`src/rtl/rcc_pkg.sv`:
```
// Shared RCC definitions: clock-monitor FSM states and the even-ratio rule
// used by both the clock divider and the ratio monitor.
package rcc_pkg;

    typedef enum logic [1:0] {IDLE, ARM, HIGH, LOW} mon_state_t;

    // Widest division ratio the shared helper accepts.
    localparam int unsigned RATIO_MAX_W = 16;

    // The divider cannot produce odd ratios with a 50% duty cycle, so 2k+1 runs as 2k.
    function automatic logic [RATIO_MAX_W-1:0] even_ratio(input logic [RATIO_MAX_W-1:0] ratio);
        return ratio & ~RATIO_MAX_W'(1);
    endfunction

endpackage

```
`src/rtl/sync_2ff.sv`:
```
// Generic two-flop synchronizer with asynchronous active-low reset.
module sync_2ff #(
    parameter int unsigned W = 1
) (
    input  logic         clk,
    input  logic         rst_n,
    input  logic [W-1:0] d,
    output logic [W-1:0] q
);

    logic [W-1:0] meta;

    always_ff @(posedge clk or negedge rst_n) begin
        if (!rst_n) begin
            meta <= '0;
            q    <= '0;
        end else begin
            meta <= d;
            q    <= meta;
        end
    end

endmodule

```
`src/rtl/clk_ratio_monitor.sv`:
```
// Measures period and high time of the divided clock in REF_CLK cycles and flags
// ratio mismatch or a stuck/absent divided clock.
module clk_ratio_monitor
    import rcc_pkg::*;
#(
    parameter int unsigned WIDTH   = 6,
    parameter int unsigned CNT_W   = 8,
    parameter int unsigned TIMEOUT = 200
) (
    input  logic             REF_CLK,
    input  logic             RST,
    input  logic             MON_CLK,
    input  logic [WIDTH-1:0] EXP_RATIO,
    input  logic             MEAS_EN,
    input  logic             CLR,
    output logic [CNT_W-1:0] PERIOD,
    output logic [CNT_W-1:0] HIGH_TIME,
    output logic             MEAS_VALID,
    output logic             MISMATCH,
    output logic             STUCK
);

    localparam logic [CNT_W-1:0] CNT_MAX   = {CNT_W{1'b1}};
    localparam logic [CNT_W-1:0] ONE       = CNT_W'(1);
    localparam logic [CNT_W-1:0] TIMEOUT_C = CNT_W'(TIMEOUT);

    logic             mon_sync;
    logic             mon_q;
    logic             rise;
    logic             fall;
    logic             bypass;
    logic             ratio_chg;
    logic [CNT_W-1:0] exp_even;
    logic [CNT_W-1:0] cnt_inc;

    mon_state_t       state_q, state_d;
    logic [CNT_W-1:0] cnt_q, cnt_d;
    logic [CNT_W-1:0] wd_q, wd_d;
    logic [CNT_W-1:0] hi_cap_q, hi_cap_d;
    logic [CNT_W-1:0] period_q, period_d;
    logic [CNT_W-1:0] high_q, high_d;
    logic [WIDTH-1:0] ratio_q;
    logic             valid_q, valid_d;
    logic             mismatch_q, mismatch_d, mismatch_set;
    logic             stuck_q, stuck_d, stuck_set;

    sync_2ff #(
        .W (1)
    ) u_mon_sync (
        .clk   (REF_CLK),
        .rst_n (RST),
        .d     (MON_CLK),
        .q     (mon_sync)
    );

    assign rise      = mon_sync & ~mon_q;
    assign fall      = ~mon_sync & mon_q;
    assign bypass    = (EXP_RATIO[WIDTH-1:1] == '0);
    assign ratio_chg = (EXP_RATIO != ratio_q);
    assign exp_even  = CNT_W'(even_ratio(RATIO_MAX_W'(EXP_RATIO)));
    assign cnt_inc   = (cnt_q == CNT_MAX) ? cnt_q : cnt_q + ONE;

    always_comb begin
        state_d      = state_q;
        cnt_d        = cnt_q;
        wd_d         = wd_q;
        hi_cap_d     = hi_cap_q;
        period_d     = period_q;
        high_d       = high_q;
        valid_d      = 1'b0;
        mismatch_set = 1'b0;
        stuck_set    = 1'b0;

        if (!MEAS_EN || bypass) begin
            state_d = IDLE;
            cnt_d   = '0;
            wd_d    = '0;
        end else if (state_q != IDLE && ratio_chg) begin
            // Ratio reprogrammed mid-measurement: the partial count is meaningless.
            state_d = ARM;
            cnt_d   = '0;
            wd_d    = '0;
        end else begin
            unique case (state_q)
                IDLE: begin
                    state_d = ARM;
                    cnt_d   = '0;
                    wd_d    = '0;
                end
                ARM: begin
                    if (rise) begin
                        cnt_d   = ONE;
                        state_d = HIGH;
                    end
                end
                HIGH: begin
                    cnt_d = cnt_inc;
                    if (fall) begin
                        hi_cap_d = cnt_q;
                        state_d  = LOW;
                    end
                end
                LOW: begin
                    cnt_d = cnt_inc;
                    if (rise) begin
                        period_d     = cnt_q;
                        high_d       = hi_cap_q;
                        valid_d      = 1'b1;
                        mismatch_set = (cnt_q != exp_even);
                        cnt_d        = ONE;
                        state_d      = HIGH;
                    end
                end
                default: state_d = IDLE;
            endcase

            // Watchdog runs in every active state; a rise in the timeout cycle wins.
            if (state_q != IDLE) begin
                if (rise) begin
                    wd_d = ONE;
                end else if (wd_q >= TIMEOUT_C) begin
                    stuck_set = 1'b1;
                    state_d   = ARM;
                    cnt_d     = '0;
                    wd_d      = '0;
                end else begin
                    wd_d = wd_q + ONE;
                end
            end
        end

        mismatch_d = mismatch_set | (mismatch_q & ~CLR);
        stuck_d    = stuck_set | (stuck_q & ~CLR);
    end

    always_ff @(posedge REF_CLK or negedge RST) begin
        if (!RST) begin
            mon_q      <= 1'b0;
            state_q    <= IDLE;
            cnt_q      <= '0;
            wd_q       <= '0;
            hi_cap_q   <= '0;
            period_q   <= '0;
            high_q     <= '0;
            ratio_q    <= '0;
            valid_q    <= 1'b0;
            mismatch_q <= 1'b0;
            stuck_q    <= 1'b0;
        end else begin
            mon_q      <= mon_sync;
            state_q    <= state_d;
            cnt_q      <= cnt_d;
            wd_q       <= wd_d;
            hi_cap_q   <= hi_cap_d;
            period_q   <= period_d;
            high_q     <= high_d;
            ratio_q    <= EXP_RATIO;
            valid_q    <= valid_d;
            mismatch_q <= mismatch_d;
            stuck_q    <= stuck_d;
        end
    end

    assign PERIOD     = period_q;
    assign HIGH_TIME  = high_q;
    assign MEAS_VALID = valid_q;
    assign MISMATCH   = mismatch_q;
    assign STUCK      = stuck_q;

endmodule

```
`config.mk`:
```
export PLATFORM = sky130hd
export DESIGN_NAME = clk_ratio_monitor
export DESIGN_NICKNAME = d
export VERILOG_FILES = /design/src/rtl/rcc_pkg.sv /design/src/rtl/sync_2ff.sv /design/src/rtl/clk_ratio_monitor.sv
export SDC_FILE = /design/constraint.sdc
export NUM_CORES = 1
export LEC_CHECK = 0
export CAP_MARGIN = 20
export CORE_MARGIN = 2
export CORE_UTILIZATION = 56
export DETAILED_ROUTE_END_ITERATION = 7
export GPL_ROUTABILITY_DRIVEN = 0
export PLACE_DENSITY_LB_ADDON = 0.12
export SETUP_SLACK_MARGIN = 0.2
export SYNTH_ARGS = -nofsm -noshare
export SYNTH_HDL_FRONTEND = slang
export SYNTH_HIERARCHICAL = 1
export SYNTH_SLANG_ARGS = --single-unit
```
`constraint.sdc`:
```
create_clock -name REF_CLK -period 4.7 [get_ports REF_CLK]
set_input_delay 0.94 -clock REF_CLK [delete_from_list [all_inputs] [get_ports REF_CLK]]
set_output_delay 0.94 -clock REF_CLK [all_outputs]
set_load 0.03 [all_outputs]
```
Word-level counts from Yosys, hierarchy flattened
Index checks and enable logic that the tools add are counted.
- output and inout port bits: 19
- word-level logic and storage cells: 79
- flip-flop bits (word level): 54
- bits of input ports: 11
- eq/ne operators: 6
- magnitude comparators: 1
- reduce and logical (&&, ||, !) cells: 10
- $add $sub $neg: 2
- muxes and demuxes: 36
- bitwise logic cells: 11
- operators by type and width (cell ; count):
    two-way mux 8 bit ; 14
    one-hot mux 8 bit (4 select lines) ; 1
    adder 8 x 1 -> 8 bit (second input constant) ; 2
    two-way mux 2 bit ; 7
    two-way mux 1 bit ; 13
    equality test 8 bit (second input constant) ; 1
    >= comparator 8 bit (second input constant) ; 1
    inequality test 8 x 6 -> 1 bit ; 1
    AND reduction 4 bit ; 2
    inequality test 6 bit ; 1
    one-hot mux 2 bit (3 select lines) ; 1
    zero test 5 bit ; 1
    inverter 1 bit ; 5
    bitwise AND 1 bit ; 4
    equality test 2 bit (second input constant) ; 2
    nonzero test 4 bit ; 1
    equality test 2 x 1 -> 1 bit (second input constant) ; 1
    zero test 2 bit ; 1
    OR 1 bit ; 2
    nonzero test 2 bit ; 1
    OR reduction 2 bit ; 1
    logical AND 1 bit ; 1
    zero test 1 bit ; 1
    logical OR 1 bit ; 1

Depth between registers and ports, before layout
Gate-level depths: netlist of the first run.
- word-level depth: 9
- mapped depth: 5
- mapped depth without buffers: 5

Modules after synthesis
The synthesis of the first run kept the hierarchy.
- by module, submodules not included (module ; area each (sq um) ; cells each ; instances ; seq. area each (sq um)):
    clk_ratio_monitor ; 2459.9 ; 201 ; 1 ; 1301.2
    sync_2ff ; 50.0 ; 2 ; 1 ; 50.0

Worst setup path after synthesis of the first run
OpenSTA, ideal clock, no wires.
- path kind: input to register
- from: input EXP_RATIO[2]
- to: register high_q[5], in the netlist HIGH_TIME[5]
- buffers on the path: 1
- setup time: 125 ps
- cell stages on the path: 5
- arrival time: 2293 ps
- required time: 4575 ps
- setup slack: 2282 ps
- cell sequence: xnor2_1 -> nand4_2 -> nor4_4 -> buf_8 -> mux2_4
- word-level cells in the longest chain between the ends: 4
- elaborated cells between the ends (all ways): 7
- ends and longest elaborated chain (element ; RTL line ; RTL):
    start: declaration ; clk_ratio_monitor.sv:13 ; input logic [WIDTH-1:0] EXP_RATIO,
    inequality test 6 bit / zero test 5 bit (equally long branches) ; clk_ratio_monitor.sv:59, clk_ratio_monitor.sv:58 ;
    logical AND 1 bit / logical OR 1 bit (equally long branches) ; clk_ratio_monitor.sv:78, clk_ratio_monitor.sv:74 ;
    inverter 1 bit (no line) ; - ;
    AND reduction 4 bit (no line) * ; - ;
    end signal: assignment ; clk_ratio_monitor.sv:156 ; high_q <= high_d;
    end: declaration ; clk_ratio_monitor.sv:41 ; logic [CNT_W-1:0] high_q, high_d;
Every way passes the cells marked *; elsewhere a longest branch is shown, timed or not.
A chain may end at the register's enable or synchronous reset.

Final worst setup path of the first run
- from: input EXP_RATIO[3]
- to: register high_q[0], in the netlist HIGH_TIME[0]
The elaborated chain is that of the path after synthesis.

==> results of run 1 <==
[metrics by stage]
stage	instance area (um^2)	total power, mW	std cells	setup slack (ns)
2_1_floorplan	2510	0.502	203	2.28
3_3_place_gp	2830	0.526	279	1.68
3_5_place_dp	2830	0.528	279	1.61
4_1_cts	2920	0.787	287	1.94
5_1_grt	2920	0.811	287	1.84
6_report	2920	0.781	287	1.94
[routing by layer]
metal,track usage (%),up-vias,share of wire (%)
li1,-,792,-
met1,29.4,833,45
met2,34.5,42,49
met3,5.13,7,4.3
met4,6.50,0,1.2
met5,0,-,0
[power groups by stage]
stage          Sequential, mW  Combinational [mW]  Clock [mW]
6_report                0.472              0.0458       0.263
5_1_grt                 0.473              0.0512       0.287
4_1_cts                 0.472              0.0468       0.268
3_5_place_dp            0.482              0.0464           0
3_3_place_gp            0.481              0.0449           0
2_1_floorplan           0.480              0.0224           0
[cell type report]
cell class	count	area, um^2	share of cell area (%)
Clock buffer	7	86.3	2.95
Sequential cell	54	1350	46.2
Timing Repair Buffer	31	300	10.3
Clock inverter	1	5.00	0.171
Inverter	6	22.5	0.771
Multi-Input combinational cell	136	1090	37.4
Tap cell	52	65.1	2.23
[flip-flops by register name, summed over array words and instances, names as in the netlist]
signal	flops
u_mon_sync/meta	1
cnt_q	8
wd_q	8
MEAS_VALID	1
MISMATCH	1
u_mon_sync/q	1
ratio_q	6
hi_cap_q	8
state_q	2
HIGH_TIME	8
STUCK	1
PERIOD	8
mon_q	1
[cells by family after synthesis]
family                     after synthesis
and+or+nand+nor                         60
DFF                                     54
AOI/OAI and AO/OA                       32
muxes                                   24
xor gates and xnor gates                17
buffers and inverters                   13
adders and majority gates                3
[synthesized netlist by cell type (2+ instances only)]
cell / number / share of area (%)
buf_2: 4 / 0.80
nor3_1: 4 / 0.80
nand4_1: 4 / 1.0
xor2_1: 8 / 2.8
o21ai_0: 4 / 0.80
nand2b_1: 2 / 0.50
a211oi_1: 3 / 0.90
nand2_1: 5 / 0.75
ha_1: 3 / 1.5
nor4_1: 2 / 0.50
a41oi_1: 2 / 0.70
mux2_2: 15 / 6.7
nor2_1: 12 / 1.8
and3_1: 6 / 1.5
nand3_1: 12 / 2.4
a21oi_1: 9 / 1.8
or3_1: 2 / 0.50
xnor2_1: 8 / 2.8
dfrtp_1: 54 / 54
mux2_4: 9 / 5.4
nor4_4: 2 / 1.7
inv_1: 6 / 0.90
o31ai_1: 2 / 0.60
[worst min-delay path by stage]
stage                         endpoint  cells after the start  slack [ns]
after floorplan           u_mon_sync/q                      0        0.33
after global placement    u_mon_sync/q                      0        0.33
after detailed placement  u_mon_sync/q                      0        0.34
after CTS                 u_mon_sync/q                      0        0.36
after global routing      u_mon_sync/q                      0        0.38
final                     u_mon_sync/q                      0        0.36
[worst max-delay path, stage by stage]
cell and delay [ns]:
clkdlybuf4s50_1 0.66, xnor2_2 0.17, nand4_2 0.21, nor4_4 0.27, buf_4 0.33, mux2_2 0.38
==> results.toml, run 1 <==
[status]
outcome = "finished clean"

[power_and_ir_drop]
p_comb_share_pct = 5.9
p_int_uw = 606
switching_power_uw = 175
pwr-share-seq_pct = 60.5
p_sw_share_pct = 22.4
p_leak_nw = 1.27
clkPwrFrac_pct = 33.6
vdd_ir_drop_max_mv = 0.183
power_density_nw_per_um2 = 267

[clock_network]
numCtsBuffers = 5
path_clk_slew_ns = 0.09
post_cts_resized = 0
clock_sinks = 54
clockBufferDepth = 2
cts_max_level = 2
insertion_delay_ns = 0.31
cts_root_buf = "clkbuf_8"
holdBufCountCts = 0
post_cts_buffers = 0
cts_tree = "done"

[routing]
drt-total-wl_um = 4890
drtIter0Drc = 122
drc = 0
wire_per_inst_um = 17.0
ant_nets = 0
firstDrtPassIters = 4
vias = 1674
viasPerCell = 5.83

[worst_setup_path]
required_ns = 4.90
r2r_slack_ns = 2.64
reg2reg_from = "cnt_q[1]"
setup.worst_path.start = "EXP_RATIO[3]"
endpoint = "HIGH_TIME[0]"
r2r_cells = 5
rr_endpoint = "cnt_q[5]"
crit_type = "input port to flip-flop"
critPathArrivalTime_ns = 2.96
startpoint_type = "input port"
path_max_fanout = 17
end_kind = "flip-flop"

[grt]
grt.overflow.total = 0
first_global_vias = 1687
grt_max_degree = 55
antenna_found_initial = 0
grt.total_usage_pct = 21.5
grt_first_pass_wirelength_um = 8400

[sta]
worstMarginPinSlew_ns = 0.873
drv_slew = 0
timing.fmax_ghz = 0.362
post-route-period-util_pct = 58.7
rsz0062_at_grt = "false"
min_period_ns = 2.76
maxSlewHeadroom_pct = 41.8
hold_viol = 0
hold_slack_ns = 0.357
setup_viol = 0
tns_ns = 0
finalClockSkew_ns = 0.00776

[synthesis]
yosys.area_share.simple_pct = 14.5
yosys.area_share.adder_pct = 1.50
synth-seq-cells = 54
synth-compound-area-share_pct = 9.22
netlist_area_um2 = 2510
synth_ff_type = "dfrtp_1"
synthDistinctLibCells = 48
syn_area_per_cell_um2 = 12.4
synthCells = 203
synth-xor-area-share_pct = 6.23
yosysWarningCount = 6
synthesis.nets = 217
synth_top_family_by_area = "simple AND/OR/NAND/NOR gates"
ys_async_sr_fraction_pct = 100
synth-edff-count = 0
synthMuxAreaShare_pct = 12.1
seq_area_frac_synth_pct = 53.8

[final_layout]
fillers = 334
areaGrowthSynthToFinish_pct = 16.5
layout_commonest_cell = "dfrtp_1"
drive_above_1_share_pct = 18.7
layout_common_cells = "dfrtp_1, clkdlybuf4s50_1, mux2_2, nand3_1, nor2_1"
final_util_pct = 67.6
layout.nets = 248
diodes = 0

[floorplan]
initial_core_util_pct = 58.0
die_x_um = 70.9
die_h_um = 70.9
rows = 24
die_area_um2 = 5030
boundaryPins = 30
core-area_um2 = 4320

[run]
cap_viol_max_count = 0

[min_path]
hp-class = "flip-flop to flip-flop"
hold_start = "u_mon_sync/meta"

[placement]
portBuffers = 29
place_hpwl_um = 3400
No activity file was read; power rests on OpenSTA's default activity.
==> run 2, diff against run 1 <==
--- a/config.mk
+++ b/config.mk
@@ -7,7 +7,7 @@
 export LEC_CHECK = 0
 export CAP_MARGIN = 20
 export CORE_MARGIN = 2
-export CORE_UTILIZATION = 56
+export CORE_UTILIZATION = 50
 export DETAILED_ROUTE_END_ITERATION = 7
 export GPL_ROUTABILITY_DRIVEN = 0
 export PLACE_DENSITY_LB_ADDON = 0.12
==> constraint.sdc (replaced) <==
create_clock -name REF_CLK -period 2.5 [get_ports REF_CLK]
set_input_delay 0.5 -clock REF_CLK [delete_from_list [all_inputs] [get_ports REF_CLK]]
set_output_delay 0.5 -clock REF_CLK [all_outputs]
set_load 0.03 [all_outputs]
==> results.toml, run 2 (same netlist as run 1, synthesis figures left out) <==
[clock_network]
holdBufCountCts = 0
cts_max_level = 2
clockBufferDepth = 2
cts_root_buf = "clkbuf_8"
cts_tree = "done"
insertion_delay_ns = 0.30
post_cts_resized = 0
clock_sinks = 54
numCtsBuffers = 5
path_clk_slew_ns = 0.08
post_cts_buffers = 0

[sta]
hold_slack_ns = 0.308
finalClockSkew_ns = 0.00760
rsz0062_at_grt = "false"
min_period_ns = 2.16
setup_viol = 0
hold_viol = 0
post-route-period-util_pct = 86.6
tns_ns = 0
worstMarginPinSlew_ns = 0.663
drv_slew = 0
timing.fmax_ghz = 0.462
maxSlewHeadroom_pct = 55.8

[worst_setup_path]
crit_path_top_delay_cell = "or4_4"
critPathBufInv = 2
critical-path-top-delay-family = "buffers and inverters"
critPathArrivalTime_ns = 2.35
required_ns = 2.69
max_stage_delay_ns = 0.57
path_max_fanout = 17
end_kind = "flip-flop"
cp_cell_sequence = "clkdlybuf4s50_1, or4_4, o21ai_4, nor4_4, buf_12, mux2_4"
crit_type = "input port to flip-flop"
startpoint_type = "input port"

[placement]
dp_cells = 300
dpl_cell_area_um2 = 2910
portBuffers = 29
place_hpwl_um = 3380

[grt]
grt-busiest-layer = "met2"
grt_max_degree = 55
grt.overflow.total = 0
grt_first_pass_wirelength_um = 7910
grt_use_met3_pct = 4.42
antenna_found_initial = 0
grt.total_usage_pct = 18.6
gr-usage-met2_pct = 29.2
met1_usage_pct = 25.3
first_global_vias = 1728

[final_layout]
multiInputGateArea_um2 = 1090
fin_area_um2 = 2990
layout.nets = 254
layout_commonest_cell = "dfrtp_1"
stdcell_count = 308
areaGrowthSynthToFinish_pct = 19.3
layout_common_cells = "dfrtp_1, clkdlybuf4s50_1, mux2_2, nand3_1, nor2_1"
drive_above_1_share_pct = 20.7
regArea_um2 = 1350
fillers = 369
diodes = 0

[routing]
wire_per_inst_um = 15.2
drtIter0Drc = 139
firstDrtPassIters = 4
vias = 1707
drt-total-wl_um = 4670
viasPerCell = 5.54
drc = 0
ant_nets = 0

[power_and_ir_drop]
power_density_nw_per_um2 = 482
power_mw = 1.44
vdd_ir_drop_max_mv = 0.351
p_leak_nw = 1.30

[run]
cap_viol_max_count = 0

[floorplan]
die_area_um2 = 5600
core-area_um2 = 4790
rows = 25
die_x_um = 74.9
die_h_um = 74.9
boundaryPins = 30
initial_core_util_pct = 52.4

[min_path]
hp-class = "input port to async pin"

[status]
outcome = "finished clean"
## run 2: changes by cell type in the layout (fill, tap and decap cells not counted), sizes merged
cell,change
clkinv,+1
clkbuf,-1
buf,+6
## run 2: worst paths after layout
check	start	to	slack, ns	cells past startpoint
max	EXP_RATIO[5]	PERIOD[0]	0.34	6
min	RST	wd_q[3]	0.31	2
max reg2reg	cnt_q[1]	cnt_q[5]	0.52	5
min reg2reg	u_mon_sync/meta	u_mon_sync/q	0.36	0
max in group asynchronous	RST	hi_cap_q[0]	1.75	2
min in group REF_CLK	u_mon_sync/meta	u_mon_sync/q	0.36	0
## run 2: per-layer routing
metal  vias up  wire, um
met4         0        58
met3         7       211
li1        814         -
met1       838      2160
met2        48      2240
met5         -         0
## run 2: cell type report
cell class	count	area share (%)
well taps	67	2.80
repair buffers	37	12.0
clock buffers	6	2.42
inverters	6	0.752
multi-input cells	136	36.5
flip-flops and latches	54	45.1
clock inverters	2	0.460
## run 2: worst register-to-register path: cells and delay by family (launching register included)
kind / cells / cell delay, ns
AO/OA/AOI/OAI: 2 / 0.49
adder cells (fa/ha/maj): 1 / 0.28
AND/OR/NAND/NOR: 2 / 0.61
flip-flops: 1 / 0.51
## run 2: stage by stage
step / worst slack (ns) / util (%)
2_1_floorplan: 0.522 / -
3_3_place_gp: 0.0637 / 60.8
3_5_place_dp: 0.0210 / 60.8
4_1_cts: 0.343 / 62.6
5_1_grt: 0.263 / 62.6
6_report: 0.335 / 62.6
## run 2: power breakdown
group / internal (mW) / switching [mW] / total [mW]
logic: 0.0379 / 0.0523 / 0.0902
registers: 0.881 / 0.00655 / 0.888
clock network: 0.198 / 0.267 / 0.465
